## src/rtl/reaction_stats_if.sv

```systemverilog
// Purpose: bundles the trial input, history read port and statistics outputs of reaction_stats.
// Latency: none, wires only.
// Backpressure: none; the producer watches busy/overrun, and trials arriving while busy are dropped.
interface reaction_stats_if #(
    parameter int DEPTH = 8,
    parameter int RES_W = 9,
    parameter int CNT_W = 8
);
    localparam int PTR_W = $clog2(DEPTH);

    logic             clear;
    logic             trial_done;
    logic [1:0]       trial_code;
    logic [RES_W-1:0] trial_ms;
    logic [PTR_W-1:0] rd_idx;
    logic [RES_W-1:0] rd_data;
    logic [PTR_W:0]   hist_count;
    logic [RES_W-1:0] best_ms;
    logic [RES_W-1:0] worst_ms;
    logic [RES_W-1:0] avg_ms;
    logic             avg_valid;
    logic [CNT_W-1:0] legal_cnt;
    logic [CNT_W-1:0] early_cnt;
    logic [CNT_W-1:0] late_cnt;
    logic             new_best;
    logic             busy;
    logic             overrun;

    // Producer side: the tester and the bus wrapper.
    modport master (
        output clear, trial_done, trial_code, trial_ms, rd_idx,
        input  rd_data, hist_count, best_ms, worst_ms, avg_ms, avg_valid,
               legal_cnt, early_cnt, late_cnt, new_best, busy, overrun
    );

    // Statistics block side.
    modport slave (
        input  clear, trial_done, trial_code, trial_ms, rd_idx,
        output rd_data, hist_count, best_ms, worst_ms, avg_ms, avg_valid,
               legal_cnt, early_cnt, late_cnt, new_best, busy, overrun
    );
endinterface

```

## src/rtl/reaction_stats.sv

```systemverilog
// Purpose: per-trial statistics - history ring, best/worst, saturating counters, windowed average.
// Latency: stats 1 cycle after trial_done; avg_ms 1+SUM_W cycles; rd_data 1 cycle after rd_idx.
// Backpressure: none; busy is high while dividing, and a trial_done during busy is dropped and sets overrun.
module reaction_stats #(
    parameter int DEPTH = 8,
    parameter int RES_W = 9,
    parameter int CNT_W = 8
) (
    input  logic            clk,
    input  logic            rstn,
    reaction_stats_if.slave bus
);
    localparam int PTR_W = $clog2(DEPTH);
    localparam int HC_W  = PTR_W + 1;
    localparam int SUM_W = RES_W + PTR_W;
    localparam int DC_W  = $clog2(SUM_W + 1);

    typedef enum logic {IDLE, DIV} state_t;

    state_t           state_q, state_d;

    logic [RES_W-1:0] hist_q [DEPTH];
    logic [PTR_W-1:0] wr_ptr_q;
    logic [HC_W-1:0]  hist_count_q, hist_count_d;
    logic [SUM_W-1:0] sum_q, sum_d;

    logic [RES_W-1:0] best_q, worst_q, avg_q, rd_data_q;
    logic             avg_valid_q, new_best_q, overrun_q;
    logic [CNT_W-1:0] legal_cnt_q, early_cnt_q, late_cnt_q;

    // Divider: dvd_q shifts the dividend out at the top and the quotient in at the bottom.
    logic [SUM_W-1:0] dvd_q, dvd_d;
    logic [HC_W-1:0]  dvs_q;
    logic [HC_W-1:0]  rem_q, rem_d;
    logic [DC_W-1:0]  div_cnt_q;
    logic [HC_W:0]    rem_sh;
    logic             rem_ge;

    logic             take, accept_legal, accept_early, accept_late, drop;
    logic             full, first, div_last;
    logic [PTR_W-1:0] rd_addr;
    logic             rd_hit;

    // A trial is only looked at when clear is idle; clear swallows a coincident trial.
    assign take         = bus.trial_done && !bus.clear;
    assign accept_legal = take && (state_q == IDLE) && (bus.trial_code == 2'b00);
    assign accept_early = take && (state_q == IDLE) && (bus.trial_code == 2'b01);
    assign accept_late  = take && (state_q == IDLE) && (bus.trial_code == 2'b10);
    assign drop         = take && (state_q == DIV);

    assign full     = (hist_count_q == HC_W'(DEPTH));
    assign first    = (hist_count_q == '0);
    assign div_last = (state_q == DIV) && (div_cnt_q == DC_W'(SUM_W - 1));

    assign hist_count_d = full ? hist_count_q : hist_count_q + HC_W'(1);
    // Window sum: add the newcomer, retire the entry it overwrites once the ring is full.
    assign sum_d = sum_q + SUM_W'(bus.trial_ms) - (full ? SUM_W'(hist_q[wr_ptr_q]) : '0);

    // rem stays below the divisor, so the subtraction fits in HC_W bits modulo wrap.
    assign rem_sh = {rem_q, dvd_q[SUM_W-1]};
    assign rem_ge = (rem_sh >= {1'b0, dvs_q});
    assign rem_d  = rem_sh[HC_W-1:0] - (rem_ge ? dvs_q : '0);
    assign dvd_d  = {dvd_q[SUM_W-2:0], rem_ge};

    // rd_idx 0 is the newest entry, i.e. the one just behind the write pointer.
    assign rd_addr = wr_ptr_q - PTR_W'(1) - bus.rd_idx;
    assign rd_hit  = ({1'b0, bus.rd_idx} < hist_count_q);

    // Next-state: IDLE waits for a legal trial, DIV runs a fixed SUM_W cycles.
    always_comb begin
        state_d = state_q;
        if (bus.clear) begin
            state_d = IDLE;
        end else begin
            case (state_q)
                IDLE:    if (accept_legal) state_d = DIV;
                DIV:     if (div_last)     state_d = IDLE;
                default: state_d = IDLE;
            endcase
        end
    end

    // State register.
    always_ff @(posedge clk or negedge rstn) begin
        if (!rstn) state_q <= IDLE;
        else       state_q <= state_d;
    end

    // History ring, write pointer, valid count and window sum.
    always_ff @(posedge clk or negedge rstn) begin
        if (!rstn) begin
            for (int i = 0; i < DEPTH; i++) hist_q[i] <= '0;
            wr_ptr_q     <= '0;
            hist_count_q <= '0;
            sum_q        <= '0;
        end else if (bus.clear) begin
            for (int i = 0; i < DEPTH; i++) hist_q[i] <= '0;
            wr_ptr_q     <= '0;
            hist_count_q <= '0;
            sum_q        <= '0;
        end else if (accept_legal) begin
            hist_q[wr_ptr_q] <= bus.trial_ms;
            wr_ptr_q         <= wr_ptr_q + PTR_W'(1);
            hist_count_q     <= hist_count_d;
            sum_q            <= sum_d;
        end
    end

    // Best/worst tracking, saturating trial counters, new_best pulse and sticky overrun.
    always_ff @(posedge clk or negedge rstn) begin
        if (!rstn) begin
            best_q      <= '0;
            worst_q     <= '0;
            legal_cnt_q <= '0;
            early_cnt_q <= '0;
            late_cnt_q  <= '0;
            new_best_q  <= 1'b0;
            overrun_q   <= 1'b0;
        end else if (bus.clear) begin
            best_q      <= '0;
            worst_q     <= '0;
            legal_cnt_q <= '0;
            early_cnt_q <= '0;
            late_cnt_q  <= '0;
            new_best_q  <= 1'b0;
            overrun_q   <= 1'b0;
        end else begin
            new_best_q <= 1'b0;
            if (drop) overrun_q <= 1'b1;
            if (accept_legal) begin
                if (legal_cnt_q != '1) legal_cnt_q <= legal_cnt_q + CNT_W'(1);
                if (first || (bus.trial_ms < best_q)) begin
                    best_q     <= bus.trial_ms;
                    new_best_q <= 1'b1;
                end
                if (first || (bus.trial_ms > worst_q)) worst_q <= bus.trial_ms;
            end
            if (accept_early && (early_cnt_q != '1)) early_cnt_q <= early_cnt_q + CNT_W'(1);
            if (accept_late  && (late_cnt_q  != '1)) late_cnt_q  <= late_cnt_q  + CNT_W'(1);
        end
    end

    // Restoring divider: operands latched on entry, one quotient bit per DIV cycle.
    always_ff @(posedge clk or negedge rstn) begin
        if (!rstn) begin
            dvd_q       <= '0;
            dvs_q       <= '0;
            rem_q       <= '0;
            div_cnt_q   <= '0;
            avg_q       <= '0;
            avg_valid_q <= 1'b0;
        end else if (bus.clear) begin
            dvd_q       <= '0;
            dvs_q       <= '0;
            rem_q       <= '0;
            div_cnt_q   <= '0;
            avg_q       <= '0;
            avg_valid_q <= 1'b0;
        end else if (accept_legal) begin
            dvd_q     <= sum_d;
            dvs_q     <= hist_count_d;
            rem_q     <= '0;
            div_cnt_q <= '0;
        end else if (state_q == DIV) begin
            dvd_q     <= dvd_d;
            rem_q     <= rem_d;
            div_cnt_q <= div_cnt_q + DC_W'(1);
            if (div_last) begin
                avg_q       <= dvd_d[RES_W-1:0];
                avg_valid_q <= 1'b1;
            end
        end
    end

    // Registered history read; entries beyond the valid count read as zero.
    always_ff @(posedge clk or negedge rstn) begin
        if (!rstn)          rd_data_q <= '0;
        else if (bus.clear) rd_data_q <= '0;
        else                rd_data_q <= rd_hit ? hist_q[rd_addr] : '0;
    end

    assign bus.rd_data    = rd_data_q;
    assign bus.hist_count = hist_count_q;
    assign bus.best_ms    = best_q;
    assign bus.worst_ms   = worst_q;
    assign bus.avg_ms     = avg_q;
    assign bus.avg_valid  = avg_valid_q;
    assign bus.legal_cnt  = legal_cnt_q;
    assign bus.early_cnt  = early_cnt_q;
    assign bus.late_cnt   = late_cnt_q;
    assign bus.new_best   = new_best_q;
    assign bus.busy       = (state_q == DIV);
    assign bus.overrun    = overrun_q;
endmodule
```

## src/flat_wrapper.sv

```systemverilog
// flat-port wrapper written by rule: the top's interface ports become plain ports
module reaction_stats_flat 
#(
    parameter int DEPTH = 8,
    parameter int RES_W = 9,
    parameter int CNT_W = 8
)
  (clk, rstn, bus_clear, bus_trial_done, bus_trial_code, bus_trial_ms, bus_rd_idx, bus_rd_data, bus_hist_count, bus_best_ms, bus_worst_ms, bus_avg_ms, bus_avg_valid, bus_legal_cnt, bus_early_cnt, bus_late_cnt, bus_new_best, bus_busy, bus_overrun);
  reaction_stats_if #(.DEPTH(DEPTH), .RES_W(RES_W), .CNT_W(CNT_W)) bus_i ();
  input  logic clk;
  input  logic rstn;
  input wire logic [$bits(bus_i.clear)-1:0] bus_clear;
  input wire logic [$bits(bus_i.trial_done)-1:0] bus_trial_done;
  input wire logic [$bits(bus_i.trial_code)-1:0] bus_trial_code;
  input wire logic [$bits(bus_i.trial_ms)-1:0] bus_trial_ms;
  input wire logic [$bits(bus_i.rd_idx)-1:0] bus_rd_idx;
  output wire logic [$bits(bus_i.rd_data)-1:0] bus_rd_data;
  output wire logic [$bits(bus_i.hist_count)-1:0] bus_hist_count;
  output wire logic [$bits(bus_i.best_ms)-1:0] bus_best_ms;
  output wire logic [$bits(bus_i.worst_ms)-1:0] bus_worst_ms;
  output wire logic [$bits(bus_i.avg_ms)-1:0] bus_avg_ms;
  output wire logic [$bits(bus_i.avg_valid)-1:0] bus_avg_valid;
  output wire logic [$bits(bus_i.legal_cnt)-1:0] bus_legal_cnt;
  output wire logic [$bits(bus_i.early_cnt)-1:0] bus_early_cnt;
  output wire logic [$bits(bus_i.late_cnt)-1:0] bus_late_cnt;
  output wire logic [$bits(bus_i.new_best)-1:0] bus_new_best;
  output wire logic [$bits(bus_i.busy)-1:0] bus_busy;
  output wire logic [$bits(bus_i.overrun)-1:0] bus_overrun;
  assign bus_i.clear = bus_clear;
  assign bus_i.trial_done = bus_trial_done;
  assign bus_i.trial_code = bus_trial_code;
  assign bus_i.trial_ms = bus_trial_ms;
  assign bus_i.rd_idx = bus_rd_idx;
  assign bus_rd_data = bus_i.rd_data;
  assign bus_hist_count = bus_i.hist_count;
  assign bus_best_ms = bus_i.best_ms;
  assign bus_worst_ms = bus_i.worst_ms;
  assign bus_avg_ms = bus_i.avg_ms;
  assign bus_avg_valid = bus_i.avg_valid;
  assign bus_legal_cnt = bus_i.legal_cnt;
  assign bus_early_cnt = bus_i.early_cnt;
  assign bus_late_cnt = bus_i.late_cnt;
  assign bus_new_best = bus_i.new_best;
  assign bus_busy = bus_i.busy;
  assign bus_overrun = bus_i.overrun;
  reaction_stats #(.DEPTH(DEPTH), .RES_W(RES_W), .CNT_W(CNT_W)) u_core (.clk(clk), .rstn(rstn), .bus(bus_i));
endmodule
```

## config.mk

```make
export PLATFORM = sky130hd
export DESIGN_NAME = reaction_stats_flat
export DESIGN_NICKNAME = d
export VERILOG_FILES = /design/src/rtl/reaction_stats_if.sv /design/src/rtl/reaction_stats.sv /design/src/flat_wrapper.sv
export SDC_FILE = /design/constraint.sdc
export NUM_CORES = 1
export LEC_CHECK = 0
export ABC_AREA = 1
export CELL_PAD_IN_SITES_DETAIL_PLACEMENT = 1
export CELL_PAD_IN_SITES_GLOBAL_PLACEMENT = 2
export CORE_ASPECT_RATIO = 1.75
export CORE_MARGIN = 2
export CORE_UTILIZATION = 32
export DETAILED_ROUTE_END_ITERATION = 8
export HOLD_SLACK_MARGIN = 0.06
export PLACE_DENSITY_LB_ADDON = 0.1
export SLEW_MARGIN = 20
export SYNTH_ARGS = -nofsm -noshare
export SYNTH_HDL_FRONTEND = slang
export SYNTH_SLANG_ARGS = --single-unit
```

## constraint.sdc

```tcl
create_clock -name clk -period 2.81 [get_ports clk]
set_clock_uncertainty 0.05 [all_clocks]
set_input_delay 0.562 -clock clk [delete_from_list [all_inputs] [get_ports clk]]
set_output_delay 0.562 -clock clk [all_outputs]
set_load 0.03 [all_outputs]
```

After elaboration in Yosys (flattened, before gate mapping) --
Cells that the tools add are included. W data, S select, Z words.
Word-level totals: bits in registers 175, output and inout bits 68, word-level logic and storage cells 146
Cells by class: $add $sub $neg 11, $lt $le $gt $ge 7, equality and inequality tests 9, multiplexer cells 61, bitwise gates (word level) 3, reductions and logical operators 30
Operators with widths (number):
- $mux W9 | 18
- $mux W72 | 2
- $bwmux W72 | 1
- $mux W12 | 5
- $mux W8 | 7
- $bmux W9 S3 | 2
- $mux W4 | 10
- $demux W9 S3 | 1
- $add A8 B1 Y8 const B | 3
- $ne A8 B8 Y1 const B | 3
- $reduce_bool A2 Y1 | 9
- $add A12 B9 Y12 | 1
- $mux W1 | 12
- $sub A12 B12 Y12 | 1
- $logic_and A1 B1 Y1 | 10
- $gt A9 B9 Y1 | 1
- $lt A9 B9 Y1 | 1
- $add A4 B1 Y4 const B | 2
- $eq A4 B4 Y1 const B | 2
- $ge A4 B4 Y1 const B | 2
- $not A3 Y4 | 2
- $reduce_and A2 Y1 | 4
- $mux W3 | 2
- $ge A5 B4 Y1 | 1
- 18 further kinds | 19

Logic depth before layout (Yosys ltp) --
depth in word-level cells 8, gate-level depth with buffers 19, gate-level depth less buffers 18

Least setup slack after synthesis --
OpenSTA, ideal clock, no wires.
path type register to register, from register u_core.wr_ptr_q[2], to register u_core.sum_q[6], setup time 0.131 ns, arrival time 2.845 ns, required time 2.629 ns, setup slack -0.216 ns, cell stages (with the launch flop) 17, buffers on the path 1, period minus slack after synthesis 3.026 ns, cells stage by stage dfrtp_1 buf_2 nor2_1 nand2_1 o22ai_1 nor2_1 a31oi_1 fa_1 inv_1 ha_1 a21oi_1 inv_1 nor2_1 nand2_1 or2_2 nand3_1 o21ai_0
Between the ends: cells in the longest elaborated chain, start to end 8
RTL lines:
- start: declaration | RTL line reaction_stats.sv:23 | logic [PTR_W-1:0] wr_ptr_q;
- start signal: assignment | RTL line reaction_stats.sv:103 | wr_ptr_q <= wr_ptr_q + PTR_W'(1);
- $not A3 Y4 (not written as such) | RTL line reaction_stats.sv:57 | assign sum_d = sum_q + SUM_W'(bus.trial_ms) - (full ? SUM_W'(hist_q[wr_ptr_q]) : '0);
- $bmux W9 S3 | RTL line reaction_stats.sv:57
- $mux W9 (not written as such) (2 in a row) | RTL line reaction_stats.sv:57
- $mux W9 | RTL line reaction_stats.sv:57
- $sub A12 B12 Y12 | RTL line reaction_stats.sv:57
- $mux W12 | RTL line reaction_stats.sv:101 | end else if (accept_legal) begin
- $mux W12 | RTL line reaction_stats.sv:96 | end else if (bus.clear) begin
- end signal: assignment | RTL line reaction_stats.sv:105 | sum_q <= sum_d;
- end: declaration | RTL line reaction_stats.sv:25 | logic [SUM_W-1:0] sum_q, sum_d;
No other way between the ends. The select of a mux whose other input is x is not followed. A chain may end at the register's enable or synchronous reset.

Final worst setup path --
from register u_core.wr_ptr_q[2], to register u_core.sum_q[9]
The elaborated chain is that of the path after synthesis.

==> Flow_metrics.wiki <==
{| class="wikitable"
! Metric !! Value
|-
| Max-cap violation count || 0
|-
| Launching element of the worst setup path || u_core.wr_ptr_q[2]$_DFFE_PN0P_
|-
| Number of iterations in the first detailed-routing pass || 4
|-
| Cell accounting for the most synthesized area || sky130_fd_sc_hd__dfrtp_1
|-
| Layout cells sized above 1 || 22.4%
|-
| Number of placement rows || 84
|-
| N_diodes || 0
|-
| Global route overflow || 0
|-
| Leakage power || 6.10 nW
|-
| Yosys top cell area share || 44.7%
|-
| Setup repair after global routing missed its margin || true
|-
| Parity-gate share of the synthesized area counting xor and xnor cells || 1.61%
|-
| Gate power share || 20.8%
|-
| Arithmetic-cell share of the synthesized area counting full adders, half adders and majority gates || 8.12%
|-
| Part of the power in the clock network || 36.7%
|-
| Top routing layer used || met4
|-
| Worst supply voltage drop on vdd || 0.500 mV
|-
| Final worst slack || -410 ps
|-
| Register-to-register path setup slack || -410 ps
|-
| Sinks on Clock Net || 175
|-
| Number of endpoints failing setup at the final stage || 22
|-
| Critical Path Stages || 17
|-
| Crit path max-delay cell type || sky130_fd_sc_hd__dfrtp_2
|-
| Port Buffer Count || 85
|-
| Register area share after synthesis || 44.7%
|-
| TritonCTS clock tree || done
|-
| Met3 layer wire length in the routed design || 833 um
|-
| Max FO, Critical Path || 8
|-
| End point of the critical path || u_core.sum_q[9]$_DFFE_PN0P_
|-
| Portion of total power attributed to sequential cells || 42.6%
|-
| Final Net Count || 1,522
|-
| Violated checks || negative setup slack
|-
| Synthesized instance count || 1,220
|-
| Post-synthesis simple-gate area fraction || 19.6%
|-
| Avg WL per Cell || 20.6 um
|-
| Number of unique standard cell types used by synthesis || 38
|-
| Final Instance Count excl. Fillers || 1,845
|-
| Worst Tran Pin Value || 604 ps
|-
| Detailed router's first-iteration violation count || 347
|-
| Synth Net Count || 1,295
|-
| Fraction of synthesized area in multiplexers || 0%
|-
| Proportion of total power due to net switching || 31.1%
|-
| Critical Path Start Type || flip-flop
|-
| Total number of vias || 9,531
|-
| Ports || 86
|-
| Most used DFF post-synth || sky130_fd_sc_hd__dfrtp_1
|-
| Required time of the worst setup path || 3100 ps
|-
| Path type of the worst setup path || flip-flop to flip-flop
|-
| Most frequent cells after synthesis || sky130_fd_sc_hd__nand2_1 (225), sky130_fd_sc_hd__inv_1 (201), sky130_fd_sc_hd__dfrtp_1 (175), sky130_fd_sc_hd__nand3_1 (109), sky130_fd_sc_hd__o22ai_1 (90)
|-
| Result of the run || finished with violations
|-
| Internal power consumption || 4.23 mW
|-
| Max incr delay on CP || 450 ps
|-
| Number of flops mapped to enable cells by yosys || 0
|-
| Growth of design area from synthesis to finish || 38.1%
|-
| Critical path arrival || 3510 ps
|-
| Initial Utilization || 32.6%
|-
| Number of failing hold endpoints at the final stage || 0
|-
| Dominant combinational cell family by area after synthesis || simple AND/OR/NAND/NOR gates
|-
| Async set-or-reset flop fraction in the synthesized netlist || 100%
|-
| Clock insertion delay at the later pin of the skew report || 460 ps
|-
| Maximum number of pins on one net before global-route repair || 65
|-
| CTS HTree Levels || 4
|-
| Die outline area || 32,100 um^2
|-
| Placed cell areas || 12,300 um^2
|-
| Placer Congestion || 0.884
|-
| Summed instance area of the synthesized netlist || 9800 um^2
|-
| Pwr Density || 454 nW/um^2
|-
| Sw Pwr || 1.91 mW
|-
| Clock-pin slew reported for the worst setup and hold paths after clock tree synthesis || 70 ps
|-
| Met1 Wirelength || 13.7 mm
|-
| Floorplan die width || 136 um
|-
| Fraction of the cycle the final worst path needs || 115%
|-
| Post-synthesis area per instance || 8.03 um^2
|-
| Max-slew headroom at the worst pin || 59.7%
|-
| Final HPWL DP || 29.2 mm
|-
| Number of antenna violations at the first check in global routing || 0
|-
| Layout Cell Area excl Fill || 13,500 um^2
|-
| Met2 wire length || 21.1 mm
|-
| Number of global-route vias before repair || 10.3k
|-
| Type of the worst min-delay path || flip-flop to flip-flop
|-
| Global-route wire length before repair || 58.9 mm
|-
| Cells on worst reg2reg path || 17
|-
| Routed Antenna Nets || 0
|-
| Number of buffers on the longest clock path || 2
|-
| Placed insts || 1,799
|-
| Fmax || 311 MHz
|-
| Count of buffering cells on the critical path with inverters included || 4
|-
| Minimum clock period || 3220 ps
|-
| Clock Root Buffer || sky130_fd_sc_hd__clkbuf_16
|-
| Total Power Consumption || 6.15 mW
|-
| Post-synthesis sequential element count || 175
|-
| Most repeated library cell on the critical path || sky130_fd_sc_hd__nor2_4
|-
| Placeable core region || 30,100 um^2
|-
| Share of the synthesized area in compound gates (AO/OA/AOI/OAI) || 16.5%
|-
| Height of the chip || 235 um
|-
| Most used standard cell by instance count after synthesis || sky130_fd_sc_hd__nand2_1
|-
| Final slew viol count || 0
|-
| Pre-CTS setup slack || -597 ps
|-
| Cell family with most CP delay || simple AND/OR/NAND/NOR gates
|-
| Warning count from the yosys run || 0
|-
| DRC errors left || 0
|-
| Critical path cell sequence || buf_6, nor2_4, buf_12, nand2_8, o22ai_2, nor2_4, a31oi_2, fa_1, inv_1, ha_4, a21oi_4, nor2_1, o21ai_0, buf_4, nand4_1, nand3_1, nand2_1
|-
| Via-per-instance ratio || 5.17
|-
| Clock buffer count from CTS || 17
|-
| RR Endpoint || u_core.sum_q[9]$_DFFE_PN0P_
|-
| Crit end category || flip-flop
|-
| Total routing resource utilization after global routing || 24.4%
|-
| Top cells by area in the synthesized netlist || sky130_fd_sc_hd__dfrtp_1 (45%), sky130_fd_sc_hd__nand2_1 (8.6%), sky130_fd_sc_hd__inv_1 (7.7%)
|-
| Total Routed Length || 38.0 mm
|-
| Start of the worst register-to-register path || u_core.wr_ptr_q[2]$_DFFE_PN0P_
|}
[worst reg2reg max path: stages (launching register included)]
cell and delay (ps):
sky130_fd_sc_hd__dfrtp_2 450, sky130_fd_sc_hd__buf_6 130, sky130_fd_sc_hd__nor2_4 210, sky130_fd_sc_hd__buf_12 150
sky130_fd_sc_hd__nand2_8 80, sky130_fd_sc_hd__o22ai_2 170, sky130_fd_sc_hd__nor2_4 80, sky130_fd_sc_hd__a31oi_2 180
sky130_fd_sc_hd__fa_1 450, sky130_fd_sc_hd__inv_1 130, sky130_fd_sc_hd__ha_4 240, sky130_fd_sc_hd__a21oi_4 180
sky130_fd_sc_hd__nor2_1 80, sky130_fd_sc_hd__o21ai_0 150, sky130_fd_sc_hd__buf_4 130, sky130_fd_sc_hd__nand4_1 60
sky130_fd_sc_hd__nand3_1 110, sky130_fd_sc_hd__nand2_1 70
[worst min-delay path by stage]
stage,startpoint,to,slack [ps],cells after the start
finish,u_core.bus.best_ms[2]$_DFFE_PN0P_,u_core.bus.best_ms[2]$_DFFE_PN0P_,450,2
global route,u_core.bus.avg_ms[6]$_DFFE_PN0P_,u_core.bus.avg_ms[6]$_DFFE_PN0P_,490,2
CTS,u_core.dvd_q[6]$_DFFE_PN0P_,u_core.dvd_q[6]$_DFFE_PN0P_,450,2
detailed placement,u_core.dvd_q[6]$_DFFE_PN0P_,u_core.dvd_q[6]$_DFFE_PN0P_,440,2
global placement,u_core.div_cnt_q[1]$_DFFE_PN0P_,u_core.div_cnt_q[1]$_DFFE_PN0P_,430,2
floorplan,rstn,u_core.bus.avg_ms[0]$_DFFE_PN0P_,220,0
[layout by cell type, fill, tap and decap left out, types with 8 or more instances in the layout]
master,instances
sky130_fd_sc_hd__a21oi_1,59
sky130_fd_sc_hd__a21oi_2,14
sky130_fd_sc_hd__buf_12,8
sky130_fd_sc_hd__buf_4,145
sky130_fd_sc_hd__clkbuf_16,17
sky130_fd_sc_hd__clkdlybuf4s50_1,84
sky130_fd_sc_hd__dfrtp_1,170
sky130_fd_sc_hd__fa_1,9
sky130_fd_sc_hd__ha_1,37
sky130_fd_sc_hd__ha_4,8
sky130_fd_sc_hd__inv_1,186
sky130_fd_sc_hd__inv_2,16
sky130_fd_sc_hd__nand2_1,215
sky130_fd_sc_hd__nand2_2,13
sky130_fd_sc_hd__nand3_1,91
sky130_fd_sc_hd__nand3_2,15
sky130_fd_sc_hd__nand4_1,9
sky130_fd_sc_hd__nor2_1,54
sky130_fd_sc_hd__nor2_2,10
sky130_fd_sc_hd__o21ai_0,79
sky130_fd_sc_hd__o21ai_1,9
sky130_fd_sc_hd__o22ai_1,75
sky130_fd_sc_hd__o22ai_2,11
sky130_fd_sc_hd__xor2_1,10
[layer usage]
layer	vias to the layer above	global-route usage [%]
li1	4511	-
met1	4748	24.6
met4	0	14.4
met2	173	46.3
met3	99	3.40
met5	-	0
[state kept, by name, summed over array words and instances, names as in the netlist, 3 cells and up]
signal	cells
u_core.bus.worst_ms	9
u_core.div_cnt_q	4
u_core.dvd_q	12
u_core.hist_q	72
u_core.sum_q	12
u_core.rem_q	4
u_core.wr_ptr_q	3
u_core.bus.best_ms	9
u_core.bus.early_cnt	8
u_core.bus.legal_cnt	8
u_core.bus.avg_ms	9
u_core.bus.hist_count	4
u_core.bus.late_cnt	8
u_core.bus.rd_data	9
[power groups by stage]
stage	logic, mW	registers, mW	clock network [mW]
final	1.28	2.62	2.25
after global routing	1.40	2.62	2.38
after CTS	1.26	2.62	2.29
after detailed placement	1.14	2.66	0
after global placement	1.13	2.66	0
after floorplan	0.543	2.71	0
[per-stage QoR]
stage	hold WS [ps]	TNS [ps]	utilization, %
after floorplan	216	-16.2	-
after global placement	434	-10830	40.8
after detailed placement	440	-11470	40.8
after CTS	453	-5730	44.4
after global routing	486	-9720	45.0
final	450	-6770	45.0
[final cells by class]
class | instances | area, um^2
clock buffer | 21 | 460
clock inverter | 9 | 63.8
fill | 3591 | 16500
inverter | 205 | 777
multi-input combinational | 804 | 5190
sequential | 175 | 4390
tap | 387 | 484
timing repair buffer | 244 | 2170
[logic make-up after synthesis]
group                    count (synthesis)
AND/OR/NAND/NOR                        443
XOR/XNOR                                18
buffers and inverters                  241
AO/OA/AOI/OAI                          286
adder cells (fa/ha/maj)                 57
flip-flops                             175
[timing repair]
item,4_1_cts,5_1_grt
endpoints found under the setup margin,22,26
resized for setup,100,36
pin swaps,37,22
hold buffers,1,0
setup buffers,11,6
endpoints found under the hold margin,35,0
gates cloned,0,0
(Power assumes the default switching activity.)
